File: config.mk
export PLATFORM = sky130hd
export DESIGN_NAME = write_logic_regs_header
export DESIGN_NICKNAME = d
export VERILOG_FILES = /design/src/rtl/write_logic_regs_header.sv
export SDC_FILE = /design/constraint.sdc
export NUM_CORES = 1
export LEC_CHECK = 0
export CORE_MARGIN = 5
export CORE_UTILIZATION = 49
export DETAILED_ROUTE_END_ITERATION = 12
export PLACE_DENSITY = 0.79
export SLEW_MARGIN = 15
export SYNTH_ARGS = -nofsm -noshare
export SYNTH_HDL_FRONTEND = slang
export SYNTH_SLANG_ARGS = --single-unit
File: constraint.sdc
create_clock -name clk -period 2.15 [get_ports clk]
set_clock_uncertainty 0.05 [all_clocks]
set_input_delay 0.3225 -clock clk [delete_from_list [all_inputs] [get_ports clk]]
set_output_delay 0.3225 -clock clk [all_outputs]
set_load 0.03 [all_outputs]
File: src/rtl/write_logic_regs_header.sv
// write_logic_regs_header
// Write side of the 4-line header/packet store. Takes a byte-wide AXI-Stream
// packet and produces registered byte writes ({line, char} pointer, byte
// strobe, last-byte chip select). Committed lines are counted against
// release pulses from the reader. New packets are held off while all lines
// are committed.
// Optional build macro: TRUNC_COUNT_EN adds trunc_cnt[15:0], a saturating
// count of packets truncated at MAX_CHAR.
`timescale 1ns/1ps

module write_logic_regs_header #(
  parameter int          LINES    = 4,       // must be 4 to match the 2-bit line field
  parameter logic [10:0] MAX_CHAR = 11'h7FF  // last writable char index in a line
) (
  input  logic        clk,
  input  logic        rst,
  input  logic [7:0]  s_axis_tdata,
  input  logic        s_axis_tvalid,
  input  logic        s_axis_tlast,
  output logic        s_axis_tready,
  input  logic        rd_line_release,
  output logic [12:0] wr_ptr_rgs,
  output logic        we_rgs,
  output logic [7:0]  tdata_rgs,
  output logic        tlastarray_cs_rgs,
  output logic [2:0]  line_count,
  output logic        lines_full
`ifdef TRUNC_COUNT_EN
  ,
  output logic [15:0] trunc_cnt
`endif
);

  localparam logic [2:0] LINES_C = 3'(LINES);

  typedef enum logic [1:0] {
    IDLE  = 2'd0,
    WRITE = 2'd1,
    DROP  = 2'd2
  } state_t;

  state_t      state_q;
  logic [1:0]  wr_line_q;
  logic [10:0] wr_char_q;
  logic [2:0]  line_count_q;
  logic [2:0]  line_count_d;
  logic        lines_full_q;
  logic        we_q;
  logic        cs_q;
  logic [7:0]  tdata_q;
  logic [12:0] ptr_q;

  logic accept;    // beat handshake this cycle
  logic writing;   // accepted beat that lands in the store
  logic at_max;    // current char is the last one a line can hold
  logic terminal;  // written beat that closes the line (tlast or truncation)

  // Once a packet has started it always has a line to finish in, so only a
  // packet start (IDLE) waits for a free line.
  assign s_axis_tready = (state_q != IDLE) || !lines_full_q;

  assign accept   = s_axis_tvalid && s_axis_tready;
  assign writing  = accept && (state_q != DROP);
  assign at_max   = (wr_char_q == MAX_CHAR);
  assign terminal = writing && (s_axis_tlast || at_max);

  // Next committed-line count: commit and release cancel, release at zero is ignored.
  always_comb begin
    line_count_d = line_count_q;
    if (terminal && !rd_line_release) begin
      line_count_d = line_count_q + 3'd1;
    end else if (!terminal && rd_line_release && (line_count_q != 3'd0)) begin
      line_count_d = line_count_q - 3'd1;
    end
  end

  // Packet FSM, write pointer, registered store outputs and line occupancy.
  always_ff @(posedge clk) begin
    if (rst) begin
      state_q      <= IDLE;
      wr_line_q    <= 2'd0;
      wr_char_q    <= 11'd0;
      line_count_q <= 3'd0;
      lines_full_q <= 1'b0;
      we_q         <= 1'b0;
      cs_q         <= 1'b0;
      tdata_q      <= 8'd0;
      ptr_q        <= 13'd0;
    end else begin
      we_q         <= writing;
      cs_q         <= terminal;
      line_count_q <= line_count_d;
      lines_full_q <= (line_count_d == LINES_C);

      if (writing) begin
        tdata_q <= s_axis_tdata;
        ptr_q   <= {wr_line_q, wr_char_q};
        if (terminal) begin
          wr_char_q <= 11'd0;
          wr_line_q <= wr_line_q + 2'd1;
        end else begin
          wr_char_q <= wr_char_q + 11'd1;
        end
      end

      if (accept) begin
        case (state_q)
          IDLE, WRITE: begin
            if (s_axis_tlast)  state_q <= IDLE;
            else if (at_max)   state_q <= DROP;
            else               state_q <= WRITE;
          end
          DROP: begin
            if (s_axis_tlast)  state_q <= IDLE;
          end
          default:             state_q <= IDLE;
        endcase
      end
    end
  end

`ifdef TRUNC_COUNT_EN
  logic [15:0] trunc_cnt_q;

  // One count per packet that overflows its line; holds at all-ones.
  always_ff @(posedge clk) begin
    if (rst) begin
      trunc_cnt_q <= 16'd0;
    end else if (writing && at_max && !s_axis_tlast && (trunc_cnt_q != 16'hFFFF)) begin
      trunc_cnt_q <= trunc_cnt_q + 16'd1;
    end
  end

  assign trunc_cnt = trunc_cnt_q;
`endif

  assign wr_ptr_rgs        = ptr_q;
  assign we_rgs            = we_q;
  assign tdata_rgs         = tdata_q;
  assign tlastarray_cs_rgs = cs_q;
  assign line_count        = line_count_q;
  assign lines_full        = lines_full_q;

endmodule
**Word-level counts from Yosys, hierarchy flattened**

Index checks and enable logic that the tools add are counted.

- $add $sub $neg: 4
- $mul: 0
- Divide/modulo/power cells: 0
- Order comparisons: 0
- Eq/ne operators: 6
- Shift operators: 0
- Mux-type cells: 7
- Bitwise gates (word level): 0
- Reduce and logical (&&, ||, !) cells: 17

Operators with widths:

| kind | count |
|---|---|
| adder 11 x 1 -> 11 bit, second input constant | 1 |
| == test 11 bit, second input constant | 1 |
| two-way mux 11 bit | 1 |
| logical AND 1 bit | 6 |
| two-way mux 2 bit | 3 |
| two-way mux 3 bit | 2 |
| inequality test 2 bit, second input constant | 2 |
| case mux 2 bit (2 select lines) | 1 |
| AND reduction 2 bit | 2 |
| adder 3 x 1 -> 3 bit, second input constant | 1 |
| == test 3 bit, second input constant | 1 |
| logical NOT 1 bit | 3 |
| nonzero test 3 bit | 1 |
| subtractor 3 x 1 -> 3 bit, second input constant | 1 |
| adder 2 x 1 -> 2 bit, second input constant | 1 |
| == test 2 x 1 -> 1 bit, second input constant | 1 |
| == test 2 bit, second input constant | 1 |
| logical NOT 2 bit | 1 |
| logical OR 1 bit | 2 |
| nonzero test 2 bit | 1 |
| OR reduction 2 bit | 1 |

- Flip-flop bits (word level): 42
- Bits in latches: 0
- Bits in writable memories: 0
- Memory bits (read-only): 0
- Output and inout port bits: 28
- Memories kept: 0

**Depth between registers and ports, before layout**

Gate-level depths: netlist (run 1).

- Word-level depth: 11
- Mapped depth: 7
- Depth with buffers taken out: 6

**Worst setup path before layout (run 1)**

Ideal clock, no wire load.

- Path kind: reg-to-reg
- From: register line_count_q[0], in the netlist line_count[0]
- To: register lines_full_q, in the netlist lines_full
- Library setup time: 0.116 ns
- Arrival time: 1.700 ns
- Data required time: 1.984 ns
- Setup slack: 0.283 ns
- Cell stages (with the launch flop): 7
- Path buffers: 0
- Clock period less this slack: 1.867 ns
- Path through: dfxtp_1 inv_1 ha_1 ha_1 a21o_2 and3_1 o211a_1

- Cells in the longest elaborated chain, start to end: 5

RTL lines:

| what | line | RTL |
|---|---|---|
| from (decl) | 45 | `logic [2:0] line_count_q;` |
| from (signal assigned) | 92 | `line_count_q <= line_count_d;` |
| parallel branches: the longest is 3 deep, another holds subtractor 3 x 1 -> 3 bit | - |  |
| two-way mux 3 bit (*) | 70 | `if (terminal && !rd_line_release) begin` |
| == test 3 bit (*) | 93 | `lines_full_q <= (line_count_d == LINES_C);` |
| to (signal assigned) | 93 |  |
| to (decl) | 47 | `logic lines_full_q;` |

Mark *: on every way between the ends.
A chain may end at the register's enable or synchronous reset.

**Worst setup path in the final report (run 1)**

- From: register state_q[0]
- To: output s_axis_tready

- Cells in the longest elaborated chain, start to end: 2

RTL lines:

| what | line | RTL |
|---|---|---|
| from (decl) | 42 | `state_t state_q;` |
| from (signal assigned) | 80 | `state_q <= IDLE;` |
| from (signal assigned) | 109 | `if (s_axis_tlast) state_q <= IDLE;` |
| from (signal assigned) | 110 | `else if (at_max) state_q <= DROP;` |
| nonzero test 2 bit | 60 | `assign s_axis_tready = (state_q != IDLE) \|\| !lines_full_q;` |
| logical OR 1 bit | 60 |  |
| to (decl) | 20 | `output logic s_axis_tready,` |

Every way passes these cells.

==> results.json, run 1 <==
{
  "initial_core_util": 0.4986,
  "portBuffers": 40,
  "ctsHtreeMaxLevel": 2,
  "yosys_warnings": 0,
  "clkLatencyLatePin_ps": 300,
  "cts_buffer_depth": 2,
  "antenna_cells": 0,
  "die_area_um2": 5013,
  "antenna_found_initial": 0,
  "rows": 22,
  "setup_viol": 0,
  "async_flop_share": 0,
  "drc": 0,
  "rsz0062_at_grt": "false",
  "path_cells": "or3_1 > clkdlybuf4s50_1",
  "io_pins": 41,
  "post_drt_wl_per_cell_um": 12.65,
  "cts_resized": 0,
  "synth_area_leader_cell": "dfxtp_1",
  "die_x_um": 70.81,
  "synthTopCellsByArea": "dfxtp_1, nand2_1, a21oi_1",
  "clock-sinks": 42,
  "drive_above_1_share": 0.08527,
  "grt_max_degree": 28,
  "finalCritPeriodShare": 0.9523,
  "first_pass_iters": 4,
  "worst-r2r-cell-count": 7,
  "ctsHoldBuffers": 0,
  "overflow": 0,
  "relSlewSlack": 0.4980,
  "worstReg2RegStart": "wr_char_q[0]",
  "root_buffer": "clkbuf_8",
  "powerDensity_nw_per_um2": 726.7,
  "min_path_type": "reg2reg",
  "max_stage_delay_ps": 610,
  "leakage_nw": 0.8731,
  "cap_violations": 0,
  "start_kind": "flop",
  "yosysMostFrequentCell": "nand2_1",
  "dp_hpwl_mm": 2.779,
  "synth_area_um2": 1812,
  "ys_seq_area_frac": 0.4641,
  "status": "finished clean",
  "die_h_um": 70.81,
  "ir_worst_vdd_mv": 0.5072,
  "cts_setup_buffers": 0,
  "synth-main-ff-cell": "dfxtp_1",
  "track_usage": 0.1612,
  "cpMaxStageDelayCell": "clkdlybuf4s50_1",
  "crit_type": "reg2out",
  "drv_slew": 0,
  "drtIter0Drc": 70,
  "synth-seq-cells": 42,
  "crit_required_ps": 1780,
  "whs_path_depth": 2,
  "r2r_slack_ps": 160,
  "syn_inst": 216,
  "cts_tree": "yes",
  "crit_arrival_ps": 1680,
  "placed_cell_area_um2": 2261,
  "rr_endpoint": "line_count[0]",
  "vias": 1577,
  "syn_area_per_cell_um2": 8.388,
  "max_freq_ghz": 0.4884,
  "hold_ws_ps": 405.0,
  "finalSetupTns_ps": 0,
  "ys_types": 39,
  "ant_nets": 0,
  "netlist.area_leader.share": 0.4641,
  "min_period_ps": 2048,
  "numCtsBuffers": 5,
  "grt_pass1_wl_mm": 6.596,
  "place.gp.congestion": 0.8300,
  "area_growth_pct": 30.18,
  "crit_start": "state_q[0]",
  "coreArea_um2": 3633,
  "synthTopCellsByCount": "nand2_1, dfxtp_1, a21oi_1",
  "grt_pass1_vias": 1545,
  "worst-path-max-fanout": 7,
  "tightest_slew_ps": 753.0,
  "synthesis.nets": 233,
  "wirelength_mm": 3.872,
  "synth_edf_count": 0,
  "vias_per_cell": 5.154,
  "cp-end-kind": "output pin",
  "nets": 274,
  "design_area_um2": 2359,
  "hold_viol_final": 0,
  "endpoint": "s_axis_tready",
  "fill_cells": 326,
  "clk_pin_slew_worst_paths_ps": 80
}
[stage by stage]
step	setup slack (ps)	power [mW]	utilization	cells
2_1_floorplan	283.3	1.082	-	216
3_3_place_gp	93.80	1.200	0.6222	298
3_5_place_dp	73.34	1.202	0.6222	298
4_1_cts	73.26	1.719	0.6474	306
5_1_grt	12.18	1.784	0.6491	306
6_report	102.5	1.714	0.6491	306
[worst min path at each step]
stage / startpoint / endpoint
finish: tdata_rgs[0] / tdata_rgs[0]
global route: tdata_rgs[6] / tdata_rgs[6]
CTS: tdata_rgs[6] / tdata_rgs[6]
detailed placement: tdata_rgs[6] / tdata_rgs[6]
global placement: tdata_rgs[1] / tdata_rgs[1]
floorplan: wr_line_q[1] / wr_ptr_rgs[12]
[cells in the final DEF, fill, tap and decap left out, types with 3 or more instances in the layout]
cell	count
a211oi_1	3
a21oi_1	28
and3_1	3
buf_4	5
clkbuf_8	6
clkdlybuf4s50_1	40
dfxtp_1	42
ha_1	4
inv_1	9
nand2_1	49
nand3_1	3
nor2_1	18
nor3_1	5
xnor2_1	8
[metal layers]
metal  global-route usage  vias to the layer above  routed length [um]
met5                    0                        -                   0
met4              0.06263                        0                  74
met3              0.05256                        9                 258
met2               0.2667                       33                1846
met1               0.1939                      732                1693
li1                     -                      803                   -
[layout make-up]
cell class                      count  area, um^2  area share
Inverter                            9       33.78     0.01432
Clock inverter                      1       5.005    0.002122
Multi-Input combinational cell    153       883.3      0.3745
Timing Repair Buffer               46       449.2      0.1905
Sequential cell                    42       840.8      0.3565
Clock buffer                        7       86.33     0.03660
Tap cell                           48       60.06     0.02546
[worst max-delay path: cells and delay by family (launching register included)]
| kind | cells | cell delay [ps] |
|---|---|---|
| buffers and inverters | 1 | 610 |
| AND/OR/NAND/NOR | 1 | 390 |
| flip-flops | 1 | 380 |
[state kept, by name (all words and copies together), names as in the netlist]
| signal | count |
|---|---|
| lines_full | 1 |
| tlastarray_cs_rgs | 1 |
| tdata_rgs | 8 |
| wr_line_q | 2 |
| we_rgs | 1 |
| line_count | 3 |
| wr_ptr_rgs | 13 |
| state_q | 2 |
| wr_char_q | 11 |
[kinds of logic (layout without fill, tap and decap cells)]
family / count (synthesis) / count (layout) / synth area share
simple gates: 91 / 91 / 0.2189
xor+xnor: 10 / 10 / 0.04835
fa+ha+maj: 4 / 4 / 0.02763
mux: 1 / 1 / 0.006215
flops: 42 / 42 / 0.4641
buf+inv: 21 / 63 / 0.05180
compound gates: 47 / 47 / 0.1830
[power breakdown]
| part | switching (mW) | total [mW] | internal [mW] |
|---|---|---|---|
| Combinational | 0.199 | 0.349 | 0.150 |
| Sequential | 0.0276 | 0.838 | 0.811 |
| Clock | 0.267 | 0.526 | 0.259 |
(Power assumes the default switching activity.)
==> inputs of run 2 (changes only) <==
Settings changed: TNS_END_PERCENT set to 20.
==> results of run 2 <==
No change in the layout: final DEF, timing and power equal those of run 1.
